## src/rtl/ccr_unit_if.sv

```systemverilog
// ALU-flag / condition-code interface between the execute stage and the CCR.
// Valid/ready note: there is no handshake here; every input is sampled on
// each rising clock edge and the registered outputs are always valid.
interface ccr_unit_if;
  logic       alu_we;
  logic       alu_cf;
  logic       alu_nf;
  logic       alu_zf;
  logic       setc;
  logic       clrc;
  logic [1:0] jmp_type;
  logic       int_save;
  logic       int_restore;
  logic [2:0] ccr_out;
  logic       jmp_taken;
  logic       save_full;
  logic       save_empty;
  logic       stack_err;

  // Execute / interrupt-control side driving flag events.
  modport master (
    output alu_we, alu_cf, alu_nf, alu_zf, setc, clrc, jmp_type,
    output int_save, int_restore,
    input  ccr_out, jmp_taken, save_full, save_empty, stack_err
  );

  // Condition-code register side.
  modport slave (
    input  alu_we, alu_cf, alu_nf, alu_zf, setc, clrc, jmp_type,
    input  int_save, int_restore,
    output ccr_out, jmp_taken, save_full, save_empty, stack_err
  );
endinterface

```

## src/rtl/ccr_unit.sv

```systemverilog
// Condition-code register {CF,NF,ZF} with jump evaluation, SETC/CLRC and a
// small LIFO that saves flags on interrupt entry and restores them on RTI.
module ccr_unit #(
  parameter int SAVE_DEPTH = 2
) (
  input  logic        clk,
  input  logic        rst_n,
  ccr_unit_if.slave   bus
);

  localparam int CW = $clog2(SAVE_DEPTH + 1);
  localparam int IW = (SAVE_DEPTH > 1) ? $clog2(SAVE_DEPTH) : 1;
  localparam logic [CW-1:0] DEPTH_C = CW'(SAVE_DEPTH);

  logic [2:0]    ccr;
  logic [2:0]    stack [SAVE_DEPTH];
  logic [CW-1:0] count;
  logic          full_q;
  logic          empty_q;
  logic          err_q;

  logic [2:0]    base;
  logic [2:0]    computed;
  logic [2:0]    top;
  logic [2:0]    next_ccr;
  logic [CW-1:0] next_count;
  logic          do_push;
  logic          do_pop;
  logic          set_err;
  logic          jmp;
  logic [IW-1:0] top_idx;
  logic [IW-1:0] push_idx;

  assign top_idx  = IW'(count - CW'(1));
  assign push_idx = IW'(count);
  assign top      = stack[top_idx];

  // Jump condition from the registered flags only; bit order {CF,NF,ZF}.
  always_comb begin
    jmp = 1'b0;
    case (bus.jmp_type)
      2'b01:   jmp = ccr[0];
      2'b10:   jmp = ccr[1];
      2'b11:   jmp = ccr[2];
      default: jmp = 1'b0;
    endcase
  end

  // Normal flag path: ALU load, SETC/CLRC override, then clear the tested flag.
  always_comb begin
    base     = bus.alu_we ? {bus.alu_cf, bus.alu_nf, bus.alu_zf} : ccr;
    computed = base;
    if (bus.setc)      computed[2] = 1'b1;
    else if (bus.clrc) computed[2] = 1'b0;
    if (jmp) begin
      case (bus.jmp_type)
        2'b01:   computed[0] = 1'b0;
        2'b10:   computed[1] = 1'b0;
        2'b11:   computed[2] = 1'b0;
        default: computed    = computed;
      endcase
    end
  end

  // LIFO control and next CCR selection; a restore with data overrides everything.
  always_comb begin
    next_ccr   = computed;
    next_count = count;
    do_push    = 1'b0;
    do_pop     = 1'b0;
    set_err    = 1'b0;
    if (bus.int_save && bus.int_restore) begin
      // Conflicting request: peek the top without popping, flag misuse.
      set_err = 1'b1;
      if (!empty_q) next_ccr = top;
    end else if (bus.int_restore) begin
      if (!empty_q) begin
        next_ccr   = top;
        do_pop     = 1'b1;
        next_count = count - CW'(1);
      end else begin
        set_err = 1'b1;
      end
    end else if (bus.int_save) begin
      if (!full_q) begin
        do_push    = 1'b1;
        next_count = count + CW'(1);
      end else begin
        set_err = 1'b1;
      end
    end
  end

  // Flag register, LIFO counter and registered status flags.
  always_ff @(posedge clk or negedge rst_n) begin
    if (!rst_n) begin
      ccr     <= 3'b000;
      count   <= '0;
      full_q  <= 1'b0;
      empty_q <= 1'b1;
      err_q   <= 1'b0;
    end else begin
      ccr     <= next_ccr;
      count   <= next_count;
      full_q  <= (next_count == DEPTH_C);
      empty_q <= (next_count == '0);
      if (set_err) err_q <= 1'b1;
    end
  end

  // LIFO storage; pushed value is the flags being written this same cycle.
  always_ff @(posedge clk or negedge rst_n) begin
    if (!rst_n) begin
      for (int i = 0; i < SAVE_DEPTH; i++) stack[i] <= 3'b000;
    end else if (do_push) begin
      stack[push_idx] <= computed;
    end
  end

  assign bus.ccr_out    = ccr;
  assign bus.jmp_taken  = jmp;
  assign bus.save_full  = full_q;
  assign bus.save_empty = empty_q;
  assign bus.stack_err  = err_q;

endmodule

```

## src/flat_wrapper.sv

```systemverilog
// flat-port wrapper written by rule: the top's interface ports become plain ports
module ccr_unit_flat 
#(
  parameter int SAVE_DEPTH = 2
)
  (clk, rst_n, bus_alu_we, bus_alu_cf, bus_alu_nf, bus_alu_zf, bus_setc, bus_clrc, bus_jmp_type, bus_int_save, bus_int_restore, bus_ccr_out, bus_jmp_taken, bus_save_full, bus_save_empty, bus_stack_err);
  ccr_unit_if bus_i ();
  input  logic clk;
  input  logic rst_n;
  input wire logic [$bits(bus_i.alu_we)-1:0] bus_alu_we;
  input wire logic [$bits(bus_i.alu_cf)-1:0] bus_alu_cf;
  input wire logic [$bits(bus_i.alu_nf)-1:0] bus_alu_nf;
  input wire logic [$bits(bus_i.alu_zf)-1:0] bus_alu_zf;
  input wire logic [$bits(bus_i.setc)-1:0] bus_setc;
  input wire logic [$bits(bus_i.clrc)-1:0] bus_clrc;
  input wire logic [$bits(bus_i.jmp_type)-1:0] bus_jmp_type;
  input wire logic [$bits(bus_i.int_save)-1:0] bus_int_save;
  input wire logic [$bits(bus_i.int_restore)-1:0] bus_int_restore;
  output wire logic [$bits(bus_i.ccr_out)-1:0] bus_ccr_out;
  output wire logic [$bits(bus_i.jmp_taken)-1:0] bus_jmp_taken;
  output wire logic [$bits(bus_i.save_full)-1:0] bus_save_full;
  output wire logic [$bits(bus_i.save_empty)-1:0] bus_save_empty;
  output wire logic [$bits(bus_i.stack_err)-1:0] bus_stack_err;
  assign bus_i.alu_we = bus_alu_we;
  assign bus_i.alu_cf = bus_alu_cf;
  assign bus_i.alu_nf = bus_alu_nf;
  assign bus_i.alu_zf = bus_alu_zf;
  assign bus_i.setc = bus_setc;
  assign bus_i.clrc = bus_clrc;
  assign bus_i.jmp_type = bus_jmp_type;
  assign bus_i.int_save = bus_int_save;
  assign bus_i.int_restore = bus_int_restore;
  assign bus_ccr_out = bus_i.ccr_out;
  assign bus_jmp_taken = bus_i.jmp_taken;
  assign bus_save_full = bus_i.save_full;
  assign bus_save_empty = bus_i.save_empty;
  assign bus_stack_err = bus_i.stack_err;
  ccr_unit #(.SAVE_DEPTH(SAVE_DEPTH)) u_core (.clk(clk), .rst_n(rst_n), .bus(bus_i));
endmodule
```

## config.mk

```make
export PLATFORM = sky130hd
export DESIGN_NAME = ccr_unit_flat
export DESIGN_NICKNAME = d
export VERILOG_FILES = /design/src/rtl/ccr_unit_if.sv /design/src/rtl/ccr_unit.sv /design/src/flat_wrapper.sv
export SDC_FILE = /design/constraint.sdc
export NUM_CORES = 1
export LEC_CHECK = 0
export BUFFER_PORTS_ARGS = -buffer_cell sky130_fd_sc_hd__buf_2
export CORE_MARGIN = 2
export CORE_UTILIZATION = 52
export CTS_BUF_LIST = sky130_fd_sc_hd__clkbuf_4
export DETAILED_ROUTE_END_ITERATION = 8
export PLACE_DENSITY = 0.88
export SLEW_MARGIN = 20
export SYNTH_ARGS = -nofsm -noshare
export SYNTH_HDL_FRONTEND = slang
export SYNTH_SLANG_ARGS = --single-unit
```

## constraint.sdc

```tcl
create_clock -name clk -period 1.87 [get_ports clk]
set_clock_uncertainty 0.2 [all_clocks]
set_input_delay 0.0935 -clock clk [delete_from_list [all_inputs] [get_ports clk]]
set_output_delay 0.0935 -clock clk [all_outputs]
set_load 0.05 [all_outputs]
```

== Yosys cells after proc, flatten, opt, wreduce, memory -nomap -nowiden ==
Index checks and enable logic that the tools add are counted.
Word-level totals
  register bits after elaboration: 14
  bits of input ports: 12
  output and inout bits: 7
  word-level logic and storage cells: 52
Cells by class
  $add $sub $neg: 2
  $lt $le $gt $ge: 3
  equality and inequality tests: 4
  multiplexer cells: 31
  bitwise logic cells: 2
  reductions and logical operators: 3
Operator list (number)
  two-way mux 3 bit: 9
  two-way mux 1 bit: 14
  two-way mux 2 bit: 5
  bitwise mux 6 bit: 1
  equality test 2 bit, second input constant: 3
  greater-or-equal comparator 2 bit, second input constant: 2
  NOT 1 -> 2 bit: 2
  demux 3 bit (select 1 bit): 1
  one-hot mux 1 bit (3 select lines): 1
  adder 2 x 1 -> 2 bit, second input constant: 1
  equality test 2 x 1 -> 1 bit, second input constant: 1
  logical AND 1 bit: 2
  logical NOT 2 bit: 1
  less-than comparator 2 x 1 -> 1 bit, second input constant: 1
  subtractor 2 x 1 -> 2 bit, second input constant: 1

== Depth between registers and ports, before layout ==
Gate-level depths: netlist of run 1.
  depth in word-level cells: 8
  depth in mapped cells: 4
  depth with buffers taken out: 3

== Worst setup path before layout of run 1 ==
No wires, ideal clock.
  kind: register to output
  start point: register u_core.ccr[0] (netlist: u_core.bus.ccr_out[0])
  end point: output bus_jmp_taken
  arrival: 1.694 ns
  required time: 1.576 ns
  slack: -0.118 ns
  cell stages (with the launch flop): 4
  buffers on the path: 0
  path through: dfrtp_1 -> nor2b_1 -> a21oi_1 -> a21oi_1
On the way
  longest elaborated chain between the ends: 1
Ends and longest elaborated chain
  from (decl): line ccr_unit.sv:15  | logic [2:0] ccr;
  from (signal assigned): line ccr_unit.sv:103  | ccr <= next_ccr;
  one-hot mux 1 bit (3 select lines): line ccr_unit.sv:41  | case (bus.jmp_type)
  to (decl): line flat_wrapper.sv:20  | output wire logic [$bits(bus_i.jmp_taken)-1:0] bus_jmp_taken;
No other way between the ends.

== Worst setup path in the final report of run 1 ==
  start point: input bus_jmp_type[1]
  end point: output bus_jmp_taken
On the way
  longest elaborated chain between the ends: 2
  elaborated cells between the ends (all ways): 4
  those cells by class: eq/ne (3); mux (1)
Ends and longest elaborated chain
  from (decl): line flat_wrapper.sv:16  | input wire logic [$bits(bus_i.jmp_type)-1:0] bus_jmp_type;
  equality test 2 bit or equality test 2 x 1 -> 1 bit (tied branches): line ccr_unit.sv:41
  one-hot mux 1 bit (3 select lines) (*): line ccr_unit.sv:41
Every way passes the cells marked *; elsewhere a longest branch is shown, timed or not.

==> results of run 1 <==
[metal layers]
| metal | global-route usage | part of all wire | vias to the layer above |
|---|---|---|---|
| met5 | 0 | 0 | - |
| met4 | 0.242 | 0.055 | 0 |
| met3 | 0.0489 | 0.048 | 8 |
| met2 | 0.409 | 0.52 | 29 |
| met1 | 0.223 | 0.38 | 309 |
| li1 | - | - | 322 |
[timing repair]
| item | CTS | global route |
|---|---|---|
| endpoints found under the hold margin | 17 | 0 |
| hold buffers | 7 | 0 |
| resized for setup | 0 | 0 |
[report_power, final]
group	internal, mW	total (mW)	leakage, nW	switching [mW]
Sequential	0.440	0.532	0.166	0.0918
Clock	0.0974	0.191	0.0184	0.0932
Combinational	0.220	0.648	0.234	0.429
Total	0.757	1.37	0.418	0.614
[metrics by stage]
step	cells	worst slack [ns]
detailed placement	103	0.315
floorplan	71	0.151
global placement	103	0.356
CTS	114	0.174
global route	114	0.103
finish	114	0.168
[worst paths after layout]
path | slack (ns) | cells past startpoint | to
worst min register to register | 0.30 | 2 | u_core.stack[2]
worst min-delay path | 0.02 | 2 | u_core.bus.ccr_out[2]
worst max-delay path | 0.17 | 6 | bus_jmp_taken
worst max register to register | 0.28 | 3 | u_core.bus.stack_err
min in group clk | 0.07 | 4 | u_core.bus.ccr_out[1]
max in group asynchronous | 1.16 | 2 | u_core.bus.save_empty
[kinds of logic after synthesis]
group,after synthesis,synth area share
multiplexers,2,0.0303
buffers and inverters,5,0.0303
AND/OR/NAND/NOR,26,0.203
AO/OA/AOI/OAI,22,0.210
flip-flops,14,0.501
XOR/XNOR,2,0.0250
[final cells by class]
type                       count  area [sq um]  area share
multi-input combinational     52           333       0.365
clock buffer                   4          30.0      0.0329
tap                           15          18.8      0.0206
timing repair buffer          26           168       0.184
inverter                       3          11.3      0.0123
sequential                    14           352       0.385
[cells in the mapped netlist, drive strengths merged, types with 2 or more instances]
cell    number  share of area
a21oi        7          0.050
a211oi       2          0.021
nand3        5          0.036
nor2         2          0.011
dfrtp       13           0.46
nand2        8          0.043
buf          2          0.014
nand2b       2          0.018
inv          3          0.016
nor3b        2          0.021
o31ai        3          0.039
o21ai        4          0.029
nor2b        3          0.027
o311ai       2          0.025
[flip-flops by register name, summed over array words and instances (netlist names)]
register               count
u_core.bus.ccr_out         3
u_core.bus.stack_err       1
u_core.count               2
u_core.bus.save_empty      1
u_core.stack               6
u_core.bus.save_full       1
[layout by cell type, fill, tap and decap left out]
master          n
nand2b_1        2
nor3b_1         2
and3_1          1
mux2i_1         1
o31ai_1         2
clkbuf_4        4
nand3_1         5
dfrtp_1        13
buf_2          18
buf_4           1
o311ai_0        2
mux2_2          1
o31ai_2         1
a211oi_1        2
nor2b_1         3
o22ai_1         1
xnor2_1         1
dlygate4sd3_1   7
a21oi_1         6
a221o_1         1
nor2_1          2
dfstp_2         1
a21oi_2         1
o221ai_1        1
xor2_1          1
nand4bb_1       1
nand2_1         8
o21ai_0         4
inv_1           3
o21bai_1        1
or2_2           1
or4b_1          1
==> results.cfg, run 1 <==
[setup_path]
crit_path_cell_trace = dlygate4sd3_1, buf_2, nor2b_1, a21oi_1, a21oi_2, buf_2
crit_path_start = bus_jmp_type[1]
worst_path_most_repeated_cell = buf_2
worst_path_max_delay_cell = dlygate4sd3_1
r2r-start = u_core.bus.save_empty
critPathArrivalTime_ns = 1.41
critical_path_required_ns = 1.58
timing.setup.critical_path_class = input pin to primary output
crit_buf_inv = 3
end_kind = primary output
cp_slowest_stage_delay_ns = 0.53
cp_top_family = buffers and inverters
path_max_fanout = 6
worstSetupStartpointType = input pin

[power]
pwr_cell_area_nw_per_um2 = 1500
power.ir.vdd_worst_mv = 0.816
report.power.total_mw = 1.37
static-leakage-power_nw = 0.418

[floorplanning]
overall_die_height_microns = 40.7
num_io_pins = 19
die_area_sq_um = 1660
initial_core_utilization = 0.546
chipWidth_microns = 40.7
std_cell_rows = 13
design.core.area_sq_um = 1280

[timing]
achievable-frequency_mhz = 587
report.final.setup_viol = 0
grt_setup_unrepaired = false
worst-slew-pin-transition_ns = 0.346
time_the_final_worst_path_needs_with_i_o_delays_and_setup_ns = 1.70
final.period_utilization = 0.910
setup_total_negative_slack_ns = 0
max_slew_violations = 0
fin_hold_ws_ns = 0.0243
timing.final.hold_violations = 0
max-slew-margin-rel = 0.769

[cells_and_area]
share_of_final_layout_standard_cells_stronger_than_drive_strength_1 = 0.283
nFillCells = 107
finish.utilization = 0.710
area_delta_synth_final_pct = 29.9
final_area_sq_um = 912
finish.net_count = 112
antennaDiodeCount = 0

[routing]
detailedRoute.firstIterationViolations = 13
drtPass1Iterations = 4
postRouteAntennaNets = 0
wire_per_inst_microns = 14.3
route.detailed.drc = 0
route.detailed.vias_per_inst = 5.86
vias_post_dr = 668
wirelength_microns = 1630

[synthesis]
syn_area_sq_um = 702
post_synth_num_cell_types = 28
post_synth_inst_count = 71
synth_enable_flop_cells = 0
ys_ff_latch = 14
synth-warning-count = 0
yosys_most_used_dff = dfrtp_1
synthesis.area_per_instance_sq_um = 9.89
proportion_of_register_bits_with_asynchronous_set_or_reset_after_synthesis = 1.00
synth_sequential_area_ratio = 0.501
postSynthNetCount = 83

[cts]
cts_tree = built
clock_tree.htree_level_count = 1
cts_made_buffers = 3
max-clock-path-buffers = 2
cts.reportedPaths.clkPinSlew_ns = 0.08
cts.sink_count = 14
insertion_delay_ns = 0.28
clock-root-buffer = clkbuf_4
buffers_inserted_by_post_cts_timing_repair = 0

[placed_design]
dp_hpwl_microns = 1140
gp_routability_congestion = 0.718
placed_area_sq_um = 812
port-buffer-count = 18

[run_status]
run_status = finished clean

[global_route]
grtUsageTotal = 0.237
largest_net_degree_at_the_start_of_global_routing = 15
initial_antenna_violation_count = 0
first_global_vias = 604
grt_pass1_wl_microns = 2370
overflow = 0

[run]
drv_cap = 0

[hold_path]
holdCritPathClass = input pin to async pin
Power figures use the tool's default switching activity.
==> inputs of run 2 (changes only) <==
- CORE_MARGIN: 2 -> 5
- GPL_ROUTABILITY_DRIVEN: default -> 0
- GPL_TIMING_DRIVEN: default -> 0
==> results.cfg, run 2 (same netlist as run 1, synthesis figures left out) <==
[cells_and_area]
largest-register = u_core.stack
finish.utilization = 0.696
instances_no_fill = 113
final_common_cell = buf_2
nFillCells = 109
largest_reg_flops = 6
final_area_sq_um = 895
layout_common_cells = buf_2 (20), dfrtp_1 (13), nand2_1 (8)
area_delta_synth_final_pct = 27.5
share_of_final_layout_standard_cells_stronger_than_drive_strength_1 = 0.296
finish.net_count = 111
antennaDiodeCount = 0

[floorplanning]
overall_die_height_microns = 46.7
die_area_sq_um = 2180
design.core.area_sq_um = 1280
std_cell_rows = 13
initial_core_utilization = 0.546
num_io_pins = 19
chipWidth_microns = 46.7

[setup_path]
critPathArrivalTime_ns = 1.57
path_max_fanout = 6
end_kind = flop
cp_slowest_stage_delay_ns = 0.53
crit_path_cell_trace = dlygate4sd3_1, buf_2, nor3b_1, or2_2, o311ai_0
worst_path_max_delay_cell = dlygate4sd3_1
critical_path_required_ns = 1.83
worstSetupStartpointType = input pin
timing.setup.critical_path_class = input pin to flop

[placed_design]
placed_area_sq_um = 815
dp_hpwl_microns = 1180
placed_cells_incl_taps = 104
dp_worst_setup_slack_ns = 0.295
port-buffer-count = 18

[timing]
fin_hold_ws_ns = 0.0166
max_slew_violations = 0
report.final.setup_viol = 0
worst-slew-pin-transition_ns = 0.311
timing.final.hold_violations = 0
time_the_final_worst_path_needs_with_i_o_delays_and_setup_ns = 1.60
setup_total_negative_slack_ns = 0
achievable-frequency_mhz = 623
final.period_utilization = 0.858
grt_setup_unrepaired = false
max-slew-margin-rel = 0.791
layout_setup_ws_ns = 0.265

[routing]
drtPass1Iterations = 5
vias_post_dr = 644
route.detailed.vias_per_inst = 5.70
wire_per_inst_microns = 14.2
wirelength_microns = 1610
postRouteAntennaNets = 0
detailedRoute.firstIterationViolations = 9
route.detailed.drc = 0

[cts]
clock-root-buffer = clkbuf_4
cts_made_buffers = 3
clock_tree.htree_level_count = 1
max-clock-path-buffers = 2
cts.sink_count = 14
buffers_inserted_by_post_cts_timing_repair = 0
cts.reportedPaths.clkPinSlew_ns = 0.08
insertion_delay_ns = 0.28
cts_tree = built

[global_route]
grt_pass1_wl_microns = 2510
first_global_vias = 635
overflow = 0
initial_antenna_violation_count = 0
grtUsageTotal = 0.166
largest_net_degree_at_the_start_of_global_routing = 15

[power]
report.power.total_mw = 1.36
power.ir.vdd_worst_mv = 0.966
pwr_cell_area_nw_per_um2 = 1520
static-leakage-power_nw = 0.414

[hold_path]
holdCritPathClass = input pin to flop

[run_status]
run_status = finished clean

[run]
drv_cap = 0
-- run 2: changes by cell type in the layout (fill, tap and decap cells not counted) --
| cell | delta |
|---|---|
| buf_2 | +2 |
| buf_4 | -1 |
| dlygate4sd3_1 | -2 |
-- run 2: final timing paths --
| check | from | endpoint | slack, ns | cells after the start |
|---|---|---|---|---|
| setup reg to reg | u_core.count[0] | u_core.stack[4] | 0.27 | 4 |
| setup / recovery | bus_int_save | u_core.bus.save_full | 0.27 | 5 |
| min in group asynchronous | rst_n | u_core.count[0] | 0.03 | 2 |
| hold / removal | bus_jmp_type[0] | u_core.bus.ccr_out[2] | 0.02 | 4 |
| hold reg to reg | u_core.bus.stack_err | u_core.bus.stack_err | 0.28 | 1 |
| max in group asynchronous | rst_n | u_core.bus.save_empty | 1.16 | 2 |
-- run 2: worst max-delay path, delay by kind of cell --
family,cells,cell delay (ns)
AND/OR/NAND/NOR,2,0.49
AO/OA/AOI/OAI,1,0.29
buffers and inverters,2,0.69
-- run 2: metal layers --
metal  vias to the layer above  track usage  wire length, microns
met5                         -            0                     0
met4                         0       0.0829                    11
met3                         2       0.0230                    95
met1                       313        0.160                   590
met2                        15        0.335                   908
li1                        314            -                     -
-- run 2: timing repair --
action / in CTS / in global routing
hold endpoints to repair: 16 / 0
resized for setup: 0 / 0
hold buffers: 5 / 0
-- run 2: power breakdown --
part           total, mW  internal [mW]  leakage, nW  switching, mW
logic              0.621          0.210        0.229          0.411
clock network      0.192         0.0972       0.0184         0.0953
registers          0.547          0.440        0.166          0.107
-- run 2: final cells by class --
| type | instances | area [sq um] | area share |
|---|---|---|---|
| Buffer | 2 | 10.0 | 0.0112 |
| Clock buffer | 4 | 30.0 | 0.0336 |
| Inverter | 3 | 11.3 | 0.0126 |
| Multi-Input combinational cell | 52 | 333 | 0.372 |
| Sequential cell | 14 | 352 | 0.393 |
| Tap cell | 15 | 18.8 | 0.0210 |
| Timing Repair Buffer | 23 | 140 | 0.157 |
==> inputs of run 3 (changes only) <==
--- a/config.mk
+++ b/config.mk
@@ -7,2 +7,3 @@
 export LEC_CHECK = 0
+export ABC_AREA = 1
 export BUFFER_PORTS_ARGS = -buffer_cell sky130_fd_sc_hd__buf_2
==> constraint.sdc (replaced) <==
create_clock -name clk -period 1.8 [get_ports clk]
set_clock_uncertainty 0.2 [all_clocks]
set_input_delay 0.27 -clock clk [delete_from_list [all_inputs] [get_ports clk]]
set_output_delay 0.27 -clock clk [all_outputs]
set_load 0.05 [all_outputs]
==> results.cfg, run 3 <==
[run_status]
run_status = finished clean

[synthesis]
synthesis.area_per_instance_sq_um = 8.14
synth_common_cells = nand2_1 (22), dfrtp_1 (13), o21ai_0 (11)
yosys_most_used_dff = dfrtp_1
synth_top_cells_by_area = dfrtp_1 (46%), nand2_1 (12%), o21ai_0 (7.8%), o211ai_1 (5.3%), or2_2 (5.3%)
synth.largest_area_cell = dfrtp_1
proportion_of_register_bits_with_asynchronous_set_or_reset_after_synthesis = 1.00
synth.most_common_cell = nand2_1
synth_enable_flop_cells = 0
ys_ff_latch = 14
post_synth_inst_count = 87
synth-warning-count = 0
post_synth_num_cell_types = 16
synth_sequential_area_ratio = 0.496
syn_area_sq_um = 708
postSynthNetCount = 99
synth_top_area_frac = 0.459

[run]
drv_cap = 0

[cts]
cts.sink_count = 14
clock_tree.htree_level_count = 1
buffers_inserted_by_post_cts_timing_repair = 0
post_cts.resized_instances = 0
clock-root-buffer = clkbuf_4
hold_buffers = 1
max-clock-path-buffers = 2
insertion_delay_ns = 0.27
cts_tree = built
cts_made_buffers = 3
cts.reportedPaths.clkPinSlew_ns = 0.08

[floorplanning]
overall_die_height_microns = 46.9
std_cell_rows = 13
num_io_pins = 19
chipWidth_microns = 46.9
design.core.area_sq_um = 1300
die_area_sq_um = 2200
initial_core_utilization = 0.544

[placed_design]
port-buffer-count = 18
dp_hpwl_microns = 1210
placed_area_sq_um = 817
dp_worst_setup_slack_ns = 0.439

[cells_and_area]
final_area_sq_um = 857
layout_common_cells = nand2_1 (22), buf_2 (18), dfrtp_1 (13)
finish.net_count = 123
share_of_final_layout_standard_cells_stronger_than_drive_strength_1 = 0.345
area_delta_synth_final_pct = 21.0
largest_reg_flops = 6
antennaDiodeCount = 0
finish.utilization = 0.659
final_common_cell = nand2_1
largest-register = u_core.stack

[global_route]
initial_antenna_violation_count = 0
largest_net_degree_at_the_start_of_global_routing = 15
grt_pass1_wl_microns = 2450
overflow = 0
first_global_vias = 627
grtUsageTotal = 0.162

[routing]
wirelength_microns = 1510
detailedRoute.firstIterationViolations = 11
vias_post_dr = 651
wire_per_inst_microns = 12.0
drtPass1Iterations = 4
postRouteAntennaNets = 0
route.detailed.drc = 0
route.detailed.vias_per_inst = 5.21

[timing]
max_slew_violations = 0
report.final.setup_viol = 0
max-slew-margin-rel = 0.796
final.period_utilization = 0.880
layout_setup_ws_ns = 0.216
timing.final.hold_violations = 0
worst-slew-pin-transition_ns = 0.306
time_the_final_worst_path_needs_with_i_o_delays_and_setup_ns = 1.58
grt_setup_unrepaired = false
achievable-frequency_mhz = 631
setup_total_negative_slack_ns = 0

[power]
power.ir.vdd_worst_mv = 0.763
pwr_cell_area_nw_per_um2 = 1690
report.power.total_mw = 1.45
static-leakage-power_nw = 0.440

[setup_path]
path_max_fanout = 3
end_kind = primary output
worstSetupStartpointType = flop
critical_path_required_ns = 1.33
critPathArrivalTime_ns = 1.11
timing.setup.critical_path_class = flop to primary output

[hold_path]
holdCritPathClass = input pin to flop
-- run 3: where the power goes --
group	total, mW	internal (mW)	switching [mW]
Clock	0.195	0.101	0.0942
Combinational	0.685	0.212	0.473
Sequential	0.567	0.459	0.108
-- run 3: final cells by class --
type                    count  area, sq um
clock buffers               4         30.0
flip-flops and latches     14          352
fillers                   107          444
multi-input cells          64          323
inverters                   9         33.8
repair buffers             19          100
well taps                  15         18.8
-- run 3: worst paths after layout --
check / startpoint / end / slack (ns) / cells after the start
hold / removal: bus_int_save / u_core.bus.stack_err / 0.11 / 3
setup reg to reg: u_core.bus.save_empty / u_core.bus.save_empty / 0.47 / 6
min in group asynchronous: rst_n / u_core.stack[4] / 0.22 / 2
hold reg to reg: u_core.bus.stack_err / u_core.bus.stack_err / 0.27 / 1
max in group asynchronous: rst_n / u_core.bus.save_empty / 0.90 / 2
setup / recovery: u_core.bus.ccr_out[1] / bus_jmp_taken / 0.22 / 3
-- run 3: cell families (layout without fill, tap and decap cells) --
group	count (synthesis)	after routing	share of synthesized area
flops	14	14	0.496
buf+inv	9	32	0.0477
compound gates	18	18	0.150
simple gates	46	46	0.306
-- run 3: per-layer routing --
metal	part of all wire	wire length (microns)	global-route usage	vias up
met5	0	0	0	-
li1	-	-	-	332
met1	0.40	599	0.178	299
met3	0.064	96	0.0268	4
met4	0.021	31	0.0994	0
met2	0.52	778	0.287	16
-- run 3: per-stage QoR --
stage               cells  hold WS [ns]
CTS                   125        0.0993
global placement      120       -0.0265
floorplan              87        -0.226
global route          125         0.102
finish                125         0.110
detailed placement    120       -0.0232
-- run 3: worst max-delay path, cell delays in order (launching register included) --
cell and delay [ns]:
dfrtp_1 0.38, nand3_1 0.11, nand3_1 0.09, buf_2 0.26
